### src/rtl/barrel_fetch_unit_if.sv
// Fetch-unit bus bundle: front-end control inputs, EX redirect,
// instruction BRAM port and the IF/ID-facing fetch result.
// master = barrel_fetch_unit, slave = the surrounding core/BRAM.
interface barrel_fetch_unit_if #(
  parameter int NUM_THREADS = 4,
  parameter int TID_W       = 2,
  parameter int PC_W        = 9
);
  logic                   stall;
  logic [NUM_THREADS-1:0] thread_en;
  logic                   ex_branch_valid;
  logic [TID_W-1:0]       ex_branch_thread;
  logic [PC_W-1:0]        ex_branch_target;
  logic                   imem_en;
  logic [PC_W-1:0]        imem_addr;
  logic [31:0]            imem_inst;
  logic                   if_valid;
  logic [TID_W-1:0]       if_thread_id;
  logic [PC_W-1:0]        if_pc;
  logic [PC_W-1:0]        if_pc_plus4;
  logic [31:0]            if_instr;

  modport master (
    input  stall, thread_en, ex_branch_valid, ex_branch_thread, ex_branch_target,
    input  imem_inst,
    output imem_en, imem_addr,
    output if_valid, if_thread_id, if_pc, if_pc_plus4, if_instr
  );

  modport slave (
    output stall, thread_en, ex_branch_valid, ex_branch_thread, ex_branch_target,
    output imem_inst,
    input  imem_en, imem_addr,
    input  if_valid, if_thread_id, if_pc, if_pc_plus4, if_instr
  );
endinterface

### src/rtl/barrel_fetch_unit.sv
// Barrel fetch unit: one PC per hardware thread, fetched in fixed
// round-robin slot order through a two-stage F0 (address) / F1 (data) pipe.
// EX-stage redirects rewrite the owning thread's PC and squash its F0/F1
// entries. Disabled threads keep their slot so barrel timing never shifts.
// Optional: define BARREL_FETCH_RESET_VECTOR_EN to reset thread k's PC to
// k*THREAD_STRIDE instead of 0.
module barrel_fetch_unit #(
  parameter int              NUM_THREADS   = 4,
  parameter int              TID_W         = 2,
  parameter int              PC_W          = 9,
  parameter logic [PC_W-1:0] THREAD_STRIDE = PC_W'(9'h080)
) (
  input  logic               clk,
  input  logic               rstb,
  barrel_fetch_unit_if.master io_fetch
);

`ifdef BARREL_FETCH_RESET_VECTOR_EN
  localparam bit RESET_VECTOR_EN = 1'b1;
`else
  localparam bit RESET_VECTOR_EN = 1'b0;
`endif

  // Per-thread reset-vector spacing; zero collapses every thread onto address 0.
  localparam logic [PC_W-1:0] RESET_STRIDE = RESET_VECTOR_EN ? THREAD_STRIDE : '0;

  logic [TID_W-1:0] r_slot;
  logic [PC_W-1:0]  r_pc [NUM_THREADS];
  logic             r_f1_valid;
  logic [TID_W-1:0] r_f1_thread;
  logic [PC_W-1:0]  r_f1_pc;

  logic             w_run;
  logic             w_slot_en;
  logic             w_redirect_slot;
  logic             w_redirect_f1;
  logic [PC_W-1:0]  w_pc_f0;
  logic [PC_W-1:0]  w_tgt_aligned;

  // F0 address selection and redirect decode.
  always_comb begin
    w_run           = !io_fetch.stall;
    w_pc_f0         = r_pc[r_slot];
    w_slot_en       = io_fetch.thread_en[r_slot];
    w_tgt_aligned   = io_fetch.ex_branch_target & ~PC_W'(3);
    w_redirect_slot = io_fetch.ex_branch_valid && (io_fetch.ex_branch_thread == r_slot);
    w_redirect_f1   = io_fetch.ex_branch_valid && (io_fetch.ex_branch_thread == r_f1_thread);
  end

  // BRAM request: the BRAM output holds while stalled so F1 data stays aligned.
  assign io_fetch.imem_en   = w_run;
  assign io_fetch.imem_addr = w_pc_f0;

  // IF/ID-facing view of the F1 entry; instruction zeroed for bubbles.
  assign io_fetch.if_valid     = r_f1_valid;
  assign io_fetch.if_thread_id = r_f1_thread;
  assign io_fetch.if_pc        = r_f1_pc;
  assign io_fetch.if_pc_plus4  = r_f1_pc + PC_W'(4);
  assign io_fetch.if_instr     = r_f1_valid ? io_fetch.imem_inst : 32'h0;

  // Slot rotation and F1 capture; a held F1 entry can still be squashed.
  always_ff @(posedge clk or negedge rstb) begin
    if (!rstb) begin
      r_slot      <= '0;
      r_f1_valid  <= 1'b0;
      r_f1_thread <= '0;
      r_f1_pc     <= '0;
    end else if (w_run) begin
      r_slot      <= r_slot + TID_W'(1);
      r_f1_valid  <= w_slot_en && !w_redirect_slot;
      r_f1_thread <= r_slot;
      r_f1_pc     <= w_pc_f0;
    end else if (w_redirect_f1) begin
      r_f1_valid  <= 1'b0;
    end
  end

  // Per-thread PCs: redirect wins over the sequential +4 and ignores stall/enable.
  always_ff @(posedge clk or negedge rstb) begin
    if (!rstb) begin
      for (int k = 0; k < NUM_THREADS; k++) begin
        r_pc[k] <= PC_W'(k) * RESET_STRIDE;
      end
    end else begin
      for (int k = 0; k < NUM_THREADS; k++) begin
        if (io_fetch.ex_branch_valid && (io_fetch.ex_branch_thread == TID_W'(k))) begin
          r_pc[k] <= w_tgt_aligned;
        end else if (w_run && w_slot_en && (r_slot == TID_W'(k))) begin
          r_pc[k] <= r_pc[k] + PC_W'(4);
        end
      end
    end
  end

endmodule
### src/flat_wrapper.sv
// flat-port wrapper written by rule: the top's interface ports become plain ports
module barrel_fetch_unit_flat 
#(
  parameter int              NUM_THREADS   = 4,
  parameter int              TID_W         = 2,
  parameter int              PC_W          = 9,
  parameter logic [PC_W-1:0] THREAD_STRIDE = PC_W'(9'h080)
)
  (clk, rstb, io_fetch_stall, io_fetch_thread_en, io_fetch_ex_branch_valid, io_fetch_ex_branch_thread, io_fetch_ex_branch_target, io_fetch_imem_inst, io_fetch_imem_en, io_fetch_imem_addr, io_fetch_if_valid, io_fetch_if_thread_id, io_fetch_if_pc, io_fetch_if_pc_plus4, io_fetch_if_instr);
  barrel_fetch_unit_if #(.NUM_THREADS(NUM_THREADS), .TID_W(TID_W), .PC_W(PC_W)) io_fetch_i ();
  input  logic clk;
  input  logic rstb;
  input wire logic [$bits(io_fetch_i.stall)-1:0] io_fetch_stall;
  input wire logic [$bits(io_fetch_i.thread_en)-1:0] io_fetch_thread_en;
  input wire logic [$bits(io_fetch_i.ex_branch_valid)-1:0] io_fetch_ex_branch_valid;
  input wire logic [$bits(io_fetch_i.ex_branch_thread)-1:0] io_fetch_ex_branch_thread;
  input wire logic [$bits(io_fetch_i.ex_branch_target)-1:0] io_fetch_ex_branch_target;
  input wire logic [$bits(io_fetch_i.imem_inst)-1:0] io_fetch_imem_inst;
  output wire logic [$bits(io_fetch_i.imem_en)-1:0] io_fetch_imem_en;
  output wire logic [$bits(io_fetch_i.imem_addr)-1:0] io_fetch_imem_addr;
  output wire logic [$bits(io_fetch_i.if_valid)-1:0] io_fetch_if_valid;
  output wire logic [$bits(io_fetch_i.if_thread_id)-1:0] io_fetch_if_thread_id;
  output wire logic [$bits(io_fetch_i.if_pc)-1:0] io_fetch_if_pc;
  output wire logic [$bits(io_fetch_i.if_pc_plus4)-1:0] io_fetch_if_pc_plus4;
  output wire logic [$bits(io_fetch_i.if_instr)-1:0] io_fetch_if_instr;
  assign io_fetch_i.stall = io_fetch_stall;
  assign io_fetch_i.thread_en = io_fetch_thread_en;
  assign io_fetch_i.ex_branch_valid = io_fetch_ex_branch_valid;
  assign io_fetch_i.ex_branch_thread = io_fetch_ex_branch_thread;
  assign io_fetch_i.ex_branch_target = io_fetch_ex_branch_target;
  assign io_fetch_i.imem_inst = io_fetch_imem_inst;
  assign io_fetch_imem_en = io_fetch_i.imem_en;
  assign io_fetch_imem_addr = io_fetch_i.imem_addr;
  assign io_fetch_if_valid = io_fetch_i.if_valid;
  assign io_fetch_if_thread_id = io_fetch_i.if_thread_id;
  assign io_fetch_if_pc = io_fetch_i.if_pc;
  assign io_fetch_if_pc_plus4 = io_fetch_i.if_pc_plus4;
  assign io_fetch_if_instr = io_fetch_i.if_instr;
  barrel_fetch_unit #(.NUM_THREADS(NUM_THREADS), .TID_W(TID_W), .PC_W(PC_W), .THREAD_STRIDE(THREAD_STRIDE)) u_core (.clk(clk), .rstb(rstb), .io_fetch(io_fetch_i));
endmodule
### config.mk
export PLATFORM = sky130hd
export DESIGN_NAME = barrel_fetch_unit_flat
export DESIGN_NICKNAME = d
export VERILOG_FILES = /design/src/rtl/barrel_fetch_unit_if.sv /design/src/rtl/barrel_fetch_unit.sv /design/src/flat_wrapper.sv
export SDC_FILE = /design/constraint.sdc
export NUM_CORES = 1
export LEC_CHECK = 0
export BUFFER_PORTS_ARGS = -buffer_cell sky130_fd_sc_hd__buf_2
export CORE_MARGIN = 2
export CORE_UTILIZATION = 45
export DETAILED_ROUTE_END_ITERATION = 10
export GPL_ROUTABILITY_DRIVEN = 0
export PLACE_DENSITY_LB_ADDON = 0.2
export SLEW_MARGIN = 20
export SYNTH_ARGS = -nofsm -noshare
export SYNTH_HDL_FRONTEND = slang
export SYNTH_SLANG_ARGS = --single-unit
export TNS_END_PERCENT = 50
### constraint.sdc
create_clock -name clk -period 3.5 [get_ports clk]
set_clock_uncertainty 0.05 [all_clocks]
set_input_delay 0.35 -clock clk [delete_from_list [all_inputs] [get_ports clk]]
set_output_delay 0.35 -clock clk [all_outputs]
set_load 0.01 [all_outputs]
==> flow_metrics.tcl, run 1 <==
set metrics [dict create \
    grt_setup_unrepaired "no" \
    viasPerCell 5.512 \
    cts_buffers 5 \
    maxCapViolations 0 \
    die_w_um 84.49 \
    power.leakage_nw 1.677 \
    hold_class "in2async" \
    crit_arrival_ns 2.44 \
    post_cts_buffers 0 \
    post_cts_resized 0 \
    grt_pass1_vias 2599 \
    critPathMaxFanout 23 \
    grt_start_max_net_pins 41 \
    dp.final_hpwl_mm 6.280 \
    grt_usage_pct 23.12 \
    crit_required_ns 3.63 \
    syn_avg_cell_area_sq_um 8.943 \
    synth-seq-cells 40 \
    max_freq_ghz 0.4339 \
    yosys.cell_count.top_type "nand2_1" \
    max-slew-margin-rel_pct 33.47 \
    end_kind "flip-flop" \
    drt_iter0_markers 179 \
    nets 482 \
    wirelength_mm 8.083 \
    area_delta_synth_final_pct 22.36 \
    tns_ns 0 \
    ys_dominant_reg_cell "dfrtp_1" \
    synth_cell_types 52 \
    antenna_cells 0 \
    drt_pass1_iterations 4 \
    die_y_um 84.49 \
    drive_gt1_share_pct 31.44 \
    grt_overflow 0 \
    drv_slew 0 \
    yosysSeqAreaShare_pct 34.33 \
    dr_total_vias 2756 \
    io_pins 114 \
    synth_edf_count 0 \
    ant_nets 0 \
    start_util_pct 46.18 \
    start_kind "flip-flop" \
    port_buffers 105 \
    drc 0 \
    criticalPathCategory "reg2reg" \
    peakVddDrop_mv 0.3244 \
    synthArstFlopShare_pct 100.0 \
    placeableCoreArea_sq_um 6314 \
    status "complete, no violations" \
    worst_pin_slew_ns 0.9958 \
    synth_area_leaders "dfrtp_1 34%, and2_1 7.1%, nand2_1 6.4%" \
    fin_crit_sh_pct 65.85 \
    yosysWarnings 0 \
    hold_viol 0 \
    reg2reg_slack_ns 1.20 \
    cts_sinks 40 \
    htreeDepth 2 \
    fin_util_pct 56.50 \
    routedWlPerCell_um 16.17 \
    grt_first_pass_wirelength_mm 13.03 \
    clk_pin_slew_ns 0.08 \
    cts_hold_buffers 0 \
    cts_root_buf "clkbuf_8" \
    period_minus_slack_ns 2.305 \
    synth_cells 326 \
    setup_viol 0 \
    yosysTopAreaCellShare_pct 34.33 \
    rows 29 \
    power-per-cell-area_nw_per_um2 710.3 \
    clock_latency_ns 0.29 \
    dieArea_sq_um 7139 \
    netlist_area_sq_um 2915 \
    synthTopCellsByCount "50 x nand2_1, 40 x dfrtp_1, 33 x and2_1" \
    cts_tree "done" \
    cts_buffer_depth 2 \
    antenna_found_initial 0 \
    yosysTopAreaCell "dfrtp_1" \
]
==> cells by family after synthesis <==
logic type	count (synthesis)	share of synthesized area (%)
adders and majority gates	9	3.863
xor gates and xnor gates	16	4.807
other	1	0.1286
DFF	40	34.33
and+or+nand+nor	151	27.77
AOI/OAI and AO/OA	59	14.08
buffers and inverters	30	4.850
muxes	20	10.17
==> where the power goes <==
part / leakage [nW] / internal, mW / switching [mW]
Clock: 0.0548 / 0.215 / 0.175
Combinational: 1.17 / 0.616 / 0.654
Sequential: 0.450 / 0.614 / 0.261
==> state kept, by name, summed over array words and instances (netlist names) <==
| register | cells |
|---|---|
| u_core.io_fetch.if_pc | 7 |
| u_core.r_slot | 2 |
| u_core.io_fetch.if_valid | 1 |
| u_core.r_pc | 28 |
| u_core.io_fetch.if_thread_id | 2 |
==> worst paths after layout <==
kind                       cells after the start                             from                              end
max in group asynchronous                      1                             rstb  u_core.io_fetch.if_thread_id[1]
hold / removal                                 1                             rstb                  u_core.r_pc[25]
min in group clk                               3     io_fetch_ex_branch_target[4]                  u_core.r_pc[31]
setup reg to reg                               6                 u_core.r_slot[1]                  u_core.r_pc[22]
setup / recovery                               6                 u_core.r_slot[1]                  u_core.r_pc[22]
hold reg to reg                                2  u_core.io_fetch.if_thread_id[1]  u_core.io_fetch.if_thread_id[1]
==> critical path: stages, from the launching register on <==
cell and delay (ns):
dfrtp_1 0.83, inv_1 0.15, ha_1 0.27, and3b_1 0.18, a32o_1 0.28, and3b_1 0.20, o31a_1 0.23
==> cells in the final DEF, fill, tap and decap left out, types with 6 or more instances in the layout <==
cell type    n
o21ai_0     19
nand2_1     50
and2_1      33
nand3_1     12
xnor2_1     15
conb_1       6
dfrtp_1     40
nand4_1      6
mux2i_1      8
mux4_2       7
nor2_1      13
and3b_1      7
ha_1         9
a31oi_1     11
buf_2      105
inv_1        7
==> area by class of cell <==
cell class	instances	area, sq um
Sequential cell	40	1001
Clock buffer	5	68.82
Multi-Input combinational cell	261	1792
Fill cell	579	2746
Inverter	8	30.03
Tap cell	77	96.34
Timing Repair Buffer	106	533.0
Clock inverter	3	46.29
==> metrics by stage <==
stage                     instance area [sq um]  total power [mW]  cells  hold slack [ns]  setup WS [ns]
after floorplan                            2934             1.696    331         0.004409          1.305
after global placement                     3452             2.114    492           0.4580          1.271
after detailed placement                   3452             2.153    492           0.4651          1.242
after CTS                                  3567             2.551    500           0.1709          1.205
after global routing                       3567             2.730    500           0.1932          1.042
final                                      3567             2.534    500           0.1309          1.195
==> metal layers <==
metal  GRT usage [%]  vias to the layer above  routed length [um]
met4           6.349                        0                 110
met5               0                        -                   0
met3           3.933                       10                 491
met2           41.59                      106                4086
li1                -                     1348                   -
met1           28.56                     1292                3395
Note: power is estimated with default switching activity, not from simulation.
==> run 2, diff against run 1 <==
--- a/config.mk
+++ b/config.mk
@@ -5,6 +5,7 @@
 export SDC_FILE = /design/constraint.sdc
 export NUM_CORES = 1
 export LEC_CHECK = 0
+export ABC_AREA = 1
 export BUFFER_PORTS_ARGS = -buffer_cell sky130_fd_sc_hd__buf_2
 export CORE_MARGIN = 2
 export CORE_UTILIZATION = 45
==> constraint.sdc (replaced) <==
create_clock -name clk -period 1.95 [get_ports clk]
set_clock_uncertainty 0.05 [all_clocks]
set_input_delay 0.195 -clock clk [delete_from_list [all_inputs] [get_ports clk]]
set_output_delay 0.195 -clock clk [all_outputs]
set_load 0.01 [all_outputs]
==> run 2 against run 1 <==
Worst hold slack better by 0.044 ns. First-iteration DRC count is 2.2% higher. Sequential share of layout area is 1.6 points lower. Global-route usage is 0.42 points higher. Register-to-register slack worse by 0.90 ns. Die area is 6.5% higher. Non-clock buffer count is 5 higher. Core utilization is 0.43 points lower. Flip-flop and latch count stayed put. Critical endpoint is now io_fetch_imem_addr[7]. Synthesized cell count is 52% higher.
==> flow_metrics.tcl, run 2 <==
set metrics [dict create \
    status "complete, no violations" \
    max_freq_ghz 0.5391 \
    grt_setup_unrepaired "no" \
    routedWlPerCell_um 13.44 \
    layout_commonest_cell "nand2_1" \
    yosys.cell_count.top_type "nand2_1" \
    clock_latency_ns 0.30 \
    cp_common_cell "o21ai_0" \
    grt_overflow 0 \
    placeableCoreArea_sq_um 6756 \
    cts_sinks 40 \
    post_cts_buffers 0 \
    cts_buffers 5 \
    yosysSeqAreaShare_pct 32.13 \
    critPathMaxStageDelay_ns 0.37 \
    drive_gt1_share_pct 22.95 \
    area_delta_synth_final_pct 21.61 \
    hold_slack_ns 0.1753 \
    grt_pass1_vias 2920 \
    die_y_um 87.21 \
    power.leakage_nw 2.354 \
    syn_avg_cell_area_sq_um 6.269 \
    dr_total_vias 3439 \
    ys_dominant_reg_cell "dfrtp_1" \
    wirelength_mm 9.099 \
    yosysWarnings 0 \
    netlist_area_sq_um 3115 \
    end_kind "output port" \
    peakVddDrop_mv 0.4549 \
    rows 30 \
    antenna_cells 0 \
    tns_ns 0 \
    fin_util_pct 56.07 \
    clk_pin_slew_ns 0.08 \
    hold_viol 0 \
    crit_arrival_ns 1.61 \
    regMostFlops "u_core.r_pc" \
    totalPowerFinal_mw 5.115 \
    htreeDepth 2 \
    drt_iter0_markers 183 \
    critPathMaxFanout 21 \
    criticalPathCategory "reg2out" \
    drc 0 \
    power-per-cell-area_nw_per_um2 1350 \
    port_buffers 105 \
    antenna_found_initial 0 \
    cpMaxStageDelayCell "dfrtp_1" \
    dp.final_hpwl_mm 7.072 \
    synth-seq-cells 40 \
    largest_reg_flops 28 \
    grt_usage_pct 23.54 \
    grt_first_pass_wirelength_mm 13.93 \
    drt_pass1_iterations 5 \
    dieArea_sq_um 7605 \
    ant_nets 0 \
    max-slew-margin-rel_pct 55.62 \
    yosysTopAreaCell "dfrtp_1" \
    cts_buffer_depth 2 \
    start_kind "flip-flop" \
    io_pins 114 \
    drv_slew 0 \
    synth_cells 497 \
    synth_cell_types 25 \
    hold_class "in2reg" \
    cp_cell_sequence "buf_4 -> o21ai_0 -> o21ai_0 -> buf_2" \
    maxCapViolations 0 \
    synth_edf_count 0 \
    synth_area_leaders "dfrtp_1 32%, nand2_1 21%, nand3_1 11%" \
    crit_required_ns 1.70 \
    nFillCells 701 \
    die_w_um 87.21 \
    final_cell_mix "174 x nand2_1, 105 x buf_2, 68 x inv_1, 68 x nand3_1, 40 x o21ai_0" \
    period_minus_slack_ns 1.855 \
    viasPerCell 5.080 \
    fin_crit_sh_pct 95.13 \
    yosysTopAreaCellShare_pct 32.13 \
    synthTopCellsByCount "174 x nand2_1, 68 x inv_1, 68 x nand3_1" \
    synthArstFlopShare_pct 100.0 \
    worst_pin_slew_ns 0.6638 \
    cts_tree "done" \
    grt_start_max_net_pins 34 \
    setup_viol 0 \
    nets 656 \
    start_util_pct 46.11 \
    cts_root_buf "clkbuf_8" \
]
==> run 2: cell count changes after synthesis, moves of 7 or more <==
| cell | before | now |
|---|---|---|
| inv_1 | 7 | 68 |
| and2_1 | 33 | 0 |
| mux2i_1 | 8 | 0 |
| o21ai_0 | 19 | 40 |
| o21bai_1 | 0 | 8 |
| xnor2_1 | 15 | 3 |
| nor2_1 | 13 | 25 |
| nand2_1 | 50 | 174 |
| and3b_1 | 7 | 0 |
| nand3_1 | 12 | 68 |
| mux4_2 | 7 | 0 |
| a31oi_1 | 11 | 0 |
| nand2_2 | 0 | 8 |
==> run 2: timing repair <==
action                     4_1_cts  5_1_grt
setup endpoints to repair        0        3
hold buffers                     1        0
hold endpoints to repair        18        0
gates resized for setup          0        2
==> run 2: cell type report <==
cell class	instances	area [sq um]	share of cell area (%)
timing repair buffer	111	585.6	15.46
sequential	40	1002	26.45
inverter	71	266.5	7.034
tap	80	100.1	2.642
clock buffer	6	82.58	2.180
multi-input combinational	367	1742	45.97
clock inverter	2	10.01	0.2642
==> run 2: critical path: cells and delay by family, from the launching register on <==
kind | cells | cell delay, ns
DFF | 1 | 0.37
buffers and inverters | 2 | 0.45
AOI/OAI and AO/OA | 2 | 0.48
==> run 2: cells by family (layout without fill, tap and decap cells) <==
kind of cell               Yosys count  in the layout  synth area share (%)
AOI/OAI and AO/OA                   60             60                 10.48
DFF                                 40             40                 32.13
xor gates and xnor gates             8              8                 2.249
adders and majority gates            9              9                 3.615
buffers and inverters               95            190                 12.77
and+or+nand+nor                    284            284                 38.64
other                                1              6                0.1204
==> run 2: final timing paths <==
| kind | start | slack, ns | cells after the start | endpoint |
|---|---|---|---|---|
| hold reg to reg | u_core.io_fetch.if_valid | 0.47 | 2 | u_core.io_fetch.if_valid |
| setup / recovery | u_core.r_slot[0] | 0.09 | 4 | io_fetch_imem_addr[7] |
| min in group asynchronous | rstb | 0.33 | 2 | u_core.r_pc[29] |
| max in group asynchronous | rstb | 1.03 | 3 | u_core.r_slot[1] |
| setup reg to reg | u_core.r_slot[0] | 0.30 | 8 | u_core.r_pc[6] |
| hold / removal | io_fetch_stall | 0.18 | 3 | u_core.io_fetch.if_pc[8] |
==> run 2: routing by layer <==
metal  track usage [%]  routed length, um  vias up
li1                  -                  -     1743
met1             29.92               3903     1556
met2             41.08               4416      126
met3             3.507                604       14
met4             7.413                173        0
met5                 0                  0        -
==> run 2: power by group <==
group | internal (mW) | switching, mW
combinational | 1.11 | 1.72
clock | 0.283 | 0.307
sequential | 1.19 | 0.501
total | 2.58 | 2.53
==> run 2: through the flow <==
stage | worst slack [ns] | instances | area, sq um
global placement | 0.2624 | 668 | 3679
global route | 0.02963 | 677 | 3789
CTS | 0.06902 | 677 | 3781
finish | 0.09496 | 677 | 3789
detailed placement | 0.2251 | 668 | 3679
floorplan | 0.5682 | 502 | 3134
